### src/rtl/chunked_adder_pipe.sv
// Multi-cycle add/subtract unit: adds CHUNK bits per clock, LSB chunk first,
// with a registered inter-chunk carry and valid/ready handshakes on both sides.
//
// state  | meaning
// IDLE   | waiting for operands, in_ready=1
// RUN    | one chunk added per clock, cnt selects the chunk
// DONE   | result held until out_ready
module chunked_adder_pipe #(
  parameter int WIDTH = 32,
  parameter int CHUNK = 8
) (
  input  logic             clk,
  input  logic             rst,
  input  logic             in_valid,
  output logic             in_ready,
  input  logic [WIDTH-1:0] a,
  input  logic [WIDTH-1:0] b,
  input  logic             c_in,
  input  logic             sub,
  output logic             out_valid,
  input  logic             out_ready,
  output logic [WIDTH-1:0] sum,
  output logic             c_out,
  output logic             ovf
);

  localparam int NCHUNK = WIDTH / CHUNK;
  localparam int CW     = (NCHUNK > 1) ? $clog2(NCHUNK) : 1;

  localparam logic [1:0] S_IDLE = 2'd0;
  localparam logic [1:0] S_RUN  = 2'd1;
  localparam logic [1:0] S_DONE = 2'd2;

  logic [1:0]       state;
  logic [WIDTH-1:0] a_q;
  logic [WIDTH-1:0] b_q;
  logic             carry;
  logic [CW-1:0]    cnt;

  logic [CHUNK-1:0] a_chunk;
  logic [CHUNK-1:0] b_chunk;
  logic [CHUNK-1:0] s_chunk;
  logic             cy;
  logic             last_chunk;

  assign in_ready  = (state == S_IDLE);
  assign out_valid = (state == S_DONE);

  always_comb begin
    a_chunk    = a_q[cnt*CHUNK +: CHUNK];
    b_chunk    = b_q[cnt*CHUNK +: CHUNK];
    {cy, s_chunk} = {1'b0, a_chunk} + {1'b0, b_chunk} + {{CHUNK{1'b0}}, carry};
    last_chunk = (cnt == CW'(NCHUNK - 1));
  end

  always_ff @(posedge clk) begin
    if (rst) begin
      state <= S_IDLE;
      a_q   <= '0;
      b_q   <= '0;
      carry <= 1'b0;
      cnt   <= '0;
      sum   <= '0;
      c_out <= 1'b0;
      ovf   <= 1'b0;
    end else begin
      case (state)
        S_IDLE: begin
          if (in_valid) begin
            a_q   <= a;
            b_q   <= sub ? ~b : b;
            carry <= sub ? ~c_in : c_in;
            cnt   <= '0;
            state <= S_RUN;
          end
        end
        S_RUN: begin
          sum[cnt*CHUNK +: CHUNK] <= s_chunk;
          carry <= cy;
          if (last_chunk) begin
            c_out <= cy;
            // same-sign operands giving an opposite-sign result == carry-in XOR carry-out at the MSB
            ovf   <= (a_chunk[CHUNK-1] == b_chunk[CHUNK-1]) &&
                     (s_chunk[CHUNK-1] != a_chunk[CHUNK-1]);
            cnt   <= '0;
            state <= S_DONE;
          end else begin
            cnt <= cnt + CW'(1);
          end
        end
        S_DONE: begin
          if (out_ready) state <= S_IDLE;
        end
        default: state <= S_IDLE;
      endcase
    end
  end

endmodule
### config.mk
export PLATFORM = sky130hd
export DESIGN_NAME = chunked_adder_pipe
export DESIGN_NICKNAME = d
export VERILOG_FILES = /design/src/rtl/chunked_adder_pipe.sv
export SDC_FILE = /design/constraint.sdc
export NUM_CORES = 1
export LEC_CHECK = 0
export BUFFER_PORTS_ARGS = -buffer_cell sky130_fd_sc_hd__buf_2
export CAP_MARGIN = 20
export CORE_ASPECT_RATIO = 1.4
export CORE_MARGIN = 4
export CORE_UTILIZATION = 59
export CTS_CLUSTER_DIAMETER = 100
export CTS_CLUSTER_SIZE = 8
export DETAILED_ROUTE_END_ITERATION = 10
export MAX_ROUTING_LAYER = met4
export PLACE_DENSITY_LB_ADDON = 0.25
export SLEW_MARGIN = 0
export SYNTH_ARGS = -nofsm -noshare
export SYNTH_HDL_FRONTEND = slang
export SYNTH_SLANG_ARGS = --single-unit
### constraint.sdc
create_clock -name clk -period 4.4 [get_ports clk]
set_clock_uncertainty 0.05 [all_clocks]
set_input_delay 0.66 -clock clk [delete_from_list [all_inputs] [get_ports clk]]
set_output_delay 0.66 -clock clk [all_outputs]
set_load 0.01 [all_outputs]
==> impl_metrics.toml, run 1 <==
[status]
status = "finished, final reports clean"

[synth]
ys_types = 48
ys_seq_area_share_pct = 41.90
synth-simple-area-share_pct = 18.61
synth.avg_cell_area_sq_um = 9.338
synth-seq-cells = 103
synth_nets = 612
synth_top_family_by_area = "simple AND/OR/NAND/NOR gates"
synth-xor-area-share_pct = 6.051
synth_area_sq_um = 4921
synth_mux_area_share_pct = 7.526
synth_cells = 527
synth_compound_area_share_pct = 18.28
synth_warnings = 0
synthAdderAreaFrac_pct = 4.119

[floorplan]
start_util_pct = 60.39
core_sq_um = 8149
row_count = 39
dieWidth_um = 85.19
dieArea_sq_um = 9887
dieHeight_um = 116.1
num_io_pins = 106

[placement]
dpl.cell_count = 705
place_ws_ns = 1.026
dp_hpwl_mm = 8.825
place_congestion = 0.8390
io_buffers = 105
placed_area_sq_um = 5474

[critical_path]
path_class = "reg2reg"
worst_setup_path_end_kind = "flip-flop"
reg2reg_setup_slack_ns = 0.99
reg2reg_to = "sum[6]"
rr_worst_depth = 9
cp.arrival_ns = 3.57
cp-start-kind = "flip-flop"
crit_path_max_fanout = 16
r2r-start = "cnt[1]"
cp.required_ns = 4.56

[sta]
relSlewSlack_pct = 27.97
setup_viol = 0
drv_slew = 0
tns_ns = 0
rsz0062_at_grt = "false"
worst_slack_ns = 0.9911
finalCriticalPeriod_ns = 3.409
post-route-period-util_pct = 77.47
worst_pin_slew_ns = 1.071
fmax_ghz = 0.2934
hold_viol_final = 0

[layout]
design_area_sq_um = 5811
nets = 700
fill_cells = 626
multi_input_area_sq_um = 2688
final_cells = 722
diodes = 0
seq_area_sq_um = 2062
layout-drive-gt1-share_pct = 25.48
synthToLayoutAreaGrowth_pct = 18.08

[cts]
cts_hold_buf = 0
worst_skew_pair.late_latency_ns = 0.35
cts.clk_slew.worst_paths_ns = 0.07
clock_path_buffers = 2
cts_made_buffers = 9
tritoncts = "yes"
htree_levels = 3
post-cts-setup-buffers = 0
cts_root_buf = "clkbuf_16"
clock_sinks = 103
cts_resized = 0

[detailed_routing]
wire_per_inst_um = 16.34
drt_iter0_markers = 224
drc = 0
via_per_inst = 5.798
wl_mm = 11.80
dr_total_vias = 4186
firstDrtPassIters = 4
ant_nets = 0

[global_routing]
antenna_found_initial = 0
grt_overflow = 0
grt_pass1_wl_mm = 19.15
grt_use_total_pct = 25.24
grt_max_degree = 73
grt_pass1_vias = 3988

[min_path]
hold_end = "sum[27]"
hold_class = "reg2reg"
min_path_cells = 2
hp-start = "sum[27]"

[power_and_ir_drop]
totalPowerFinal_mw = 2.155
power_density_nw_per_um2 = 370.9
irDropWorstVdd_uv = 306.3
p_leak_nw = 2.358

[run]
max_cap_violations = 0
-- metrics by stage --
| stage | utilization [%] | hold WS, ns |
|---|---|---|
| 2_1_floorplan | - | 0.3831 |
| 3_3_place_gp | 67.17 | 0.3885 |
| 3_5_place_dp | 67.17 | 0.3918 |
| 4_1_cts | 70.97 | 0.3991 |
| 5_1_grt | 71.30 | 0.4230 |
| 6_report | 71.30 | 0.4015 |
-- logic make-up after synthesis --
family	after synthesis
flip-flops	103
AND/OR/NAND/NOR	181
AO/OA/AOI/OAI	135
XOR/XNOR	34
buffers and inverters	42
adder cells (fa/ha/maj)	15
multiplexers	17
-- how the worst max path moves through the flow --
stage	to	startpoint	slack, ns
detailed placement	sum[6]	cnt[1]	1.03
floorplan	sum[14]	cnt[0]	1.47
global placement	sum[6]	cnt[1]	1.19
CTS	sum[6]	cnt[1]	1.01
finish	sum[6]	cnt[1]	0.99
global route	sum[6]	cnt[1]	0.68
-- cells in the mapped netlist, drive strengths merged --
| cell | count | share of area [%] |
|---|---|---|
| a2111oi | 1 | 0.18 |
| a211o | 1 | 0.18 |
| a211oi | 32 | 4.9 |
| a21boi | 2 | 0.31 |
| a21o | 3 | 0.46 |
| a21oi | 48 | 5.0 |
| a22oi | 11 | 1.7 |
| a2bb2oi | 4 | 0.71 |
| a311oi | 1 | 0.18 |
| a31o | 1 | 0.18 |
| and2 | 2 | 0.25 |
| and2b | 2 | 0.36 |
| and3b | 1 | 0.18 |
| buf | 13 | 1.3 |
| clkbuf | 22 | 1.7 |
| dfxtp | 103 | 42 |
| fa | 2 | 0.81 |
| ha | 13 | 3.3 |
| inv | 7 | 0.53 |
| mux2i | 1 | 0.20 |
| mux4 | 16 | 7.3 |
| nand2 | 77 | 5.9 |
| nand2b | 5 | 0.64 |
| nand3 | 2 | 0.20 |
| nand3b | 18 | 3.8 |
| nand4 | 1 | 0.13 |
| nor2 | 53 | 4.0 |
| nor2b | 1 | 0.13 |
| nor3 | 1 | 0.10 |
| nor3b | 1 | 0.15 |
| nor4 | 2 | 0.25 |
| nor4b | 3 | 0.53 |
| nor4bb | 1 | 0.20 |
| o211ai | 15 | 2.3 |
| o21ai | 7 | 0.71 |
| o21bai | 1 | 0.15 |
| o311ai | 8 | 1.4 |
| or2 | 3 | 0.38 |
| or3 | 4 | 0.51 |
| or4 | 1 | 0.15 |
| or4b | 3 | 0.76 |
| xnor2 | 33 | 5.9 |
| xor2 | 1 | 0.18 |
-- flip-flops by register name, indices dropped and copies added (netlist names) --
register / flops
sum: 32
a_q: 32
state: 2
carry: 1
ovf: 1
cnt: 2
b_q: 32
c_out: 1
-- metal layers --
metal  GRT usage (%)  vias to the layer above  part of all wire, %  routed length (um)
li1                -                     2065                    -                   -
met1           27.61                     1970                   40                4703
met2           43.88                      115                   51                6066
met3           4.623                       36                  4.8                 564
met4           12.35                        0                  3.9                 464
met5               -                        -                    0                   0
-- worst max-delay path, cell delays in order (launching register included) --
cell	delay, ns
dfxtp_1	0.86
buf_4	0.29
mux4_2	0.32
fa_1	0.41
inv_1	0.10
fa_1	0.21
nand2b_1	0.19
a2111oi_0	0.12
a311oi_1	0.55
o21ai_0	0.18
-- cells in the final DEF (no fill, tap or decap), types with 2 or more instances in the layout --
cell type  count
o21ai_0        7
mux4_2        16
dfxtp_1      103
nand3b_4       4
nand2_1       77
and2b_2        2
buf_4          6
o311ai_0       8
a21oi_1       47
clkinv_2       2
inv_1          7
ha_1          13
a211oi_1      32
a2bb2oi_1      4
fa_1           2
or2_2          3
nand2b_1       5
buf_2        105
nor2_1        53
or4b_4         2
nor4_1         2
o211ai_1      15
clkbuf_8       2
xnor2_1       33
a22oi_1       11
nand3_1        2
a21boi_0       2
a21o_1         3
nand3b_1      14
clkbuf_16      9
nor4b_1        3
or3_1          4
-- where the power goes --
part           internal [mW]  total, mW  leakage (nW)  switching (mW)
logic                  0.146      0.323          1.36           0.177
registers              0.982       1.02         0.843          0.0355
clock network          0.471      0.815         0.152           0.344
-- area by class of cell --
cell class,count,share of cell area (%)
Multi-Input combinational cell,382,46.25
Sequential cell,103,35.49
Timing Repair Buffer,112,10.29
Clock buffer,11,4.350
Tap cell,102,2.196
Clock inverter,5,0.9690
Inverter,7,0.4522
Note: power is estimated with default switching activity, not from simulation.
==> inputs of run 2 (changes only) <==
Settings changed: ABC_AREA set to 1, CORE_UTILIZATION 59 to 54.
Clock period 4.4 ns to 3.3 ns, I/O delays scaled along.
==> impl_metrics.toml, run 2 <==
[layout]
reg.largest.list = "a_q: 32 flops, b_q: 32 flops, sum: 32 flops"
nets = 799
multi_input_area_sq_um = 2466
seq_area_sq_um = 2062
design_area_sq_um = 5648
layout-drive-gt1-share_pct = 19.08
synthToLayoutAreaGrowth_pct = 17.25
fill_cells = 761
layout.cells.most_common = "nor2_1"
diodes = 0
layout_common_cells = "nor2_1 (135), buf_2 (105), dfxtp_1 (103), nand2_1 (82), o21ai_0 (62)"
final_cells = 823

[synth]
synth_nets = 718
yosys-top-cells-area = "dfxtp_1 (43%), nor2_1 (11%), o21ai_0 (6.4%), nand2_1 (6.4%), xnor2_1 (6.2%)"
synthArstFlopShare_pct = 0
synth-seq-cells = 103
synth_cells = 633
synth_area_sq_um = 4817
synth.avg_cell_area_sq_um = 7.610
ys_seq_area_share_pct = 42.81
synth.most_common_cell = "nor2_1"
synth_edf_count = 0
synth_warnings = 0
synthTopCellsByCount = "nor2_1 (135), dfxtp_1 (103), nand2_1 (82)"
synth_top_area_share_pct = 42.81
yosys_most_used_dff = "dfxtp_1"
ys_types = 31
yosysTopAreaCell = "dfxtp_1"

[sta]
holdWs_ns = 0.3512
hold_viol_final = 0
worst_pin_slew_ns = 0.8474
relSlewSlack_pct = 43.50
setup_viol = 0
post-route-period-util_pct = 85.42
rsz0062_at_grt = "false"
finalCriticalPeriod_ns = 2.819
tns_ns = 0
drv_slew = 0
fmax_ghz = 0.3548

[cts]
cts_hold_buf = 0
cts_root_buf = "clkbuf_16"
htree_levels = 3
tritoncts = "yes"
cts_resized = 0
clock_sinks = 103
cts.clk_slew.worst_paths_ns = 0.07
cts_made_buffers = 9
clock_path_buffers = 2
post-cts-setup-buffers = 0
worst_skew_pair.late_latency_ns = 0.35

[detailed_routing]
drt_iter0_markers = 248
wire_per_inst_um = 14.25
ant_nets = 0
drc = 0
firstDrtPassIters = 5
via_per_inst = 5.390
dr_total_vias = 4436
wl_mm = 11.73

[power_and_ir_drop]
irDropWorstVdd_uv = 341.9
power_density_nw_per_um2 = 556.6
p_leak_nw = 2.443

[placement]
dpl.cell_count = 808
dp_hpwl_mm = 8.722
placed_area_sq_um = 5335
place_congestion = 0.8941
io_buffers = 105

[floorplan]
dieWidth_um = 87.83
dieHeight_um = 119.8
row_count = 40
num_io_pins = 106
core_sq_um = 8658
start_util_pct = 55.64
dieArea_sq_um = 10520

[critical_path]
worst_setup_path_end_kind = "flip-flop"
crit_path_max_fanout = 47
path_class = "reg2reg"
cp.arrival_ns = 3.04
cp-start-kind = "flip-flop"
cp.required_ns = 3.52

[global_routing]
antenna_found_initial = 0
grt_pass1_vias = 4063
grt_use_total_pct = 23.03
grt_max_degree = 69
grt_overflow = 0
grt_pass1_wl_mm = 18.75

[run]
max_cap_violations = 0

[min_path]
hold_class = "in2reg"

[status]
status = "finished, final reports clean"
==> run 2: cell families after synthesis <==
| kind of cell | synth area share (%) |
|---|---|
| AND/OR/NAND/NOR | 21.84 |
| XOR/XNOR | 6.546 |
| adder cells (fa/ha/maj) | 4.208 |
| buffers and inverters | 6.000 |
| flip-flops | 42.81 |
| AO/OA/AOI/OAI | 18.60 |
==> run 2: final timing paths <==
check	slack (ns)	from	endpoint	cells past startpoint
min reg2reg	0.41	b_q[1]	b_q[1]	2
max reg2reg	0.48	cnt[0]	sum[28]	13
max	0.48	cnt[0]	sum[28]	13
min	0.35	a[29]	a_q[29]	3
==> run 2: stage by stage <==
| step | utilization, % | power (mW) | setup WS (ns) |
|---|---|---|---|
| floorplan | - | 1.863 | 0.6307 |
| global placement | 61.62 | 2.030 | 0.5722 |
| CTS | 65.23 | 3.152 | 0.5120 |
| finish | 65.23 | 3.144 | 0.4812 |
| detailed placement | 61.62 | 2.047 | 0.5283 |
| global route | 65.23 | 3.287 | 0.2804 |
==> run 2: routing by layer <==
layer,vias to the layer above,global-route usage [%],wire length [um]
li1,2276,-,-
met1,2009,26.74,4858
met2,126,38.92,5980
met3,25,2.816,550
met4,0,10.75,335
met5,-,-,0
==> run 2: report_power, final <==
group	leakage [nW]	internal [mW]	switching [mW]
logic	1.44	0.238	0.409
registers	0.846	1.33	0.0506
clock network	0.155	0.678	0.440
total	2.44	2.24	0.900
==> run 2: cell type report <==
| cell class | count | share of cell area [%] |
|---|---|---|
| multi-input cells | 461 | 43.66 |
| inverters | 28 | 1.861 |
| well taps | 105 | 2.326 |
| clock inverters | 4 | 1.241 |
| clock buffers | 11 | 4.298 |
| repair buffers | 111 | 10.10 |
| flip-flops and latches | 103 | 36.51 |
==> run 2: critical path: stages, from the launching register on <==
cell     delay (ns)
dfxtp_1        0.33
buf_4          0.40
o21ai_0        0.16
o22ai_1        0.20
fa_1           0.22
inv_1          0.06
fa_1           0.40
inv_1          0.07
nand2_1        0.04
nand2_1        0.08
nand2_1        0.07
xnor2_1        0.37
nand4_1        0.14
a21oi_1        0.15
==> inputs of run 3 (changes only) <==
Settings changed: GPL_TIMING_DRIVEN set to 0, RECOVER_POWER set to 100, REMOVE_ABC_BUFFERS set to 1.
==> impl_metrics.toml, run 3 (synthesized netlist as in run 2, its figures left out) <==
[cts]
clock_sinks = 103
cts_made_buffers = 9
cts.clk_slew.worst_paths_ns = 0.06
cts_hold_buf = 0
worst_skew_pair.late_latency_ns = 0.34
clock_path_buffers = 2
cts_root_buf = "clkbuf_16"
tritoncts = "yes"
htree_levels = 3

[global_routing]
grt_overflow = 0
grt_pass1_vias = 4179
antenna_found_initial = 0
grt_use_total_pct = 23.63
grt_max_degree = 68
grt_pass1_wl_mm = 19.31

[floorplan]
core_sq_um = 8658
dieWidth_um = 87.83
start_util_pct = 55.64
dieHeight_um = 119.8
row_count = 40
dieArea_sq_um = 10520
num_io_pins = 106

[layout]
nets = 801
layout.cells.most_common = "nor2_1"
diodes = 0
multi_input_area_sq_um = 2446
seq_area_sq_um = 2067
layout_common_cells = "nor2_1 (136), dfxtp_1 (101), nand2_1 (83), buf_2 (68), o21ai_0 (62)"
design_area_sq_um = 5660
reg.largest.list = "a_q: 32 flops, b_q: 32 flops, sum: 32 flops"
final_cells = 826
fill_cells = 821
layout-drive-gt1-share_pct = 14.29
synthToLayoutAreaGrowth_pct = 17.51

[detailed_routing]
top_layer = "met4"
dr_total_vias = 4444
wl_mm = 11.97
wl_met2_mm = 6.030
firstDrtPassIters = 4
drc = 0
ant_nets = 0
wl_met3_um = 660
wire_per_inst_um = 14.49
drt_iter0_markers = 271
via_per_inst = 5.380
met1_length_mm = 4.951

[power_and_ir_drop]
p_comb_share_pct = 21.4
totalPowerFinal_mw = 3.145
power_density_nw_per_um2 = 555.6
power.internal_mw = 2.227
seqPwrFrac_pct = 43.9
swShare_pct = 29.20
irDropWorstVdd_uv = 377.1
p_clk_share_pct = 34.7
p_sw_mw = 0.9185
p_leak_nw = 2.314

[min_path]
hold_class = "in2reg"

[sta]
fmax_ghz = 0.3163
finalCriticalPeriod_ns = 3.162
drv_slew = 0
setup_viol = 0
worst_pin_slew_ns = 1.082
post-route-period-util_pct = 95.81
tns_ns = 0
relSlewSlack_pct = 27.18
hold_viol_final = 0
rsz0062_at_grt = "false"

[critical_path]
r2r-start = "cnt[1]"
reg2reg_to = "sum[28]"
worst_setup_path_end_kind = "flip-flop"
crit_path_max_fanout = 21
cp.arrival_ns = 3.38
crit_end = "sum[28]"
cp-start-kind = "flip-flop"
crit_start = "cnt[1]"
path_class = "reg2reg"
cp.required_ns = 3.52
reg2reg_setup_slack_ns = 0.14
rr_worst_depth = 13

[status]
status = "finished, final reports clean"

[placement]
place_congestion = 0.8718
io_buffers = 105
dp_hpwl_mm = 8.010
placed_area_sq_um = 5359
dpl.cell_count = 805

[run]
max_cap_violations = 0
run 3: cell types whose count changed in the layout (fill, tap and decap cells not counted), sizes merged:
cell,previous run,this run
clkinv,3,2
clkbuf,11,50
buf,111,76
clkinvlp,0,1
bufinv,2,1
run 3: routing by layer:
layer  global-route usage, %  up-vias
met4                   10.08        0
met2                   40.05      137
met1                   27.36     2011
met5                       -        -
met3                   3.503       22
li1                        -     2274
run 3: worst max-delay path, stage by stage (launching register included):
cell,delay [ns]
dfxtp_2,0.47
inv_4,0.28
o21ai_0,0.16
o22ai_1,0.32
fa_1,0.29
inv_1,0.07
fa_1,0.40
inv_1,0.07
nand2_1,0.05
nand2_1,0.08
nand2_1,0.07
xnor2_1,0.47
nand4_1,0.15
a21oi_1,0.16
run 3: worst min-delay path by stage:
stage	startpoint	end	depth (start not counted)
after global routing	a[4]	a_q[4]	3
final	a[9]	a_q[9]	3
after CTS	a[11]	a_q[11]	3
after detailed placement	b_q[1]	b_q[1]	2
after global placement	b_q[1]	b_q[1]	2
after floorplan	b_q[1]	b_q[1]	2
run 3: stage by stage:
step                      hold WS [ns]  util [%]  setup slack, ns
after floorplan                 0.3824         -          -0.2293
after global placement          0.3949     61.10           -1.645
after detailed placement        0.4004     61.89          -0.6862
after CTS                       0.3472     65.92           0.1161
after global routing            0.3732     65.38          0.03619
final                           0.3562     65.38           0.1384
run 3: what timing repair did:
item	CTS	global route
setup buffers	4	1
endpoints found under the setup margin	33	9
resized for setup	4	1
run 3: power groups by stage:
stage                     logic, mW  registers [mW]  clock network [mW]
final                         0.673            1.38                1.09
after global routing          0.754            1.39                1.16
after CTS                     0.664            1.39                1.11
after detailed placement      0.652            1.42                   0
after global placement        0.626            1.41                   0
after floorplan               0.422            1.40                   0
run 3: cell type report:
cell class | count | area share, %
timing repair buffer | 113 | 10.54
multi-input combinational | 461 | 43.21
clock inverter | 3 | 0.7073
tap | 105 | 2.321
inverter | 28 | 1.923
clock buffer | 13 | 4.775
sequential | 103 | 36.52
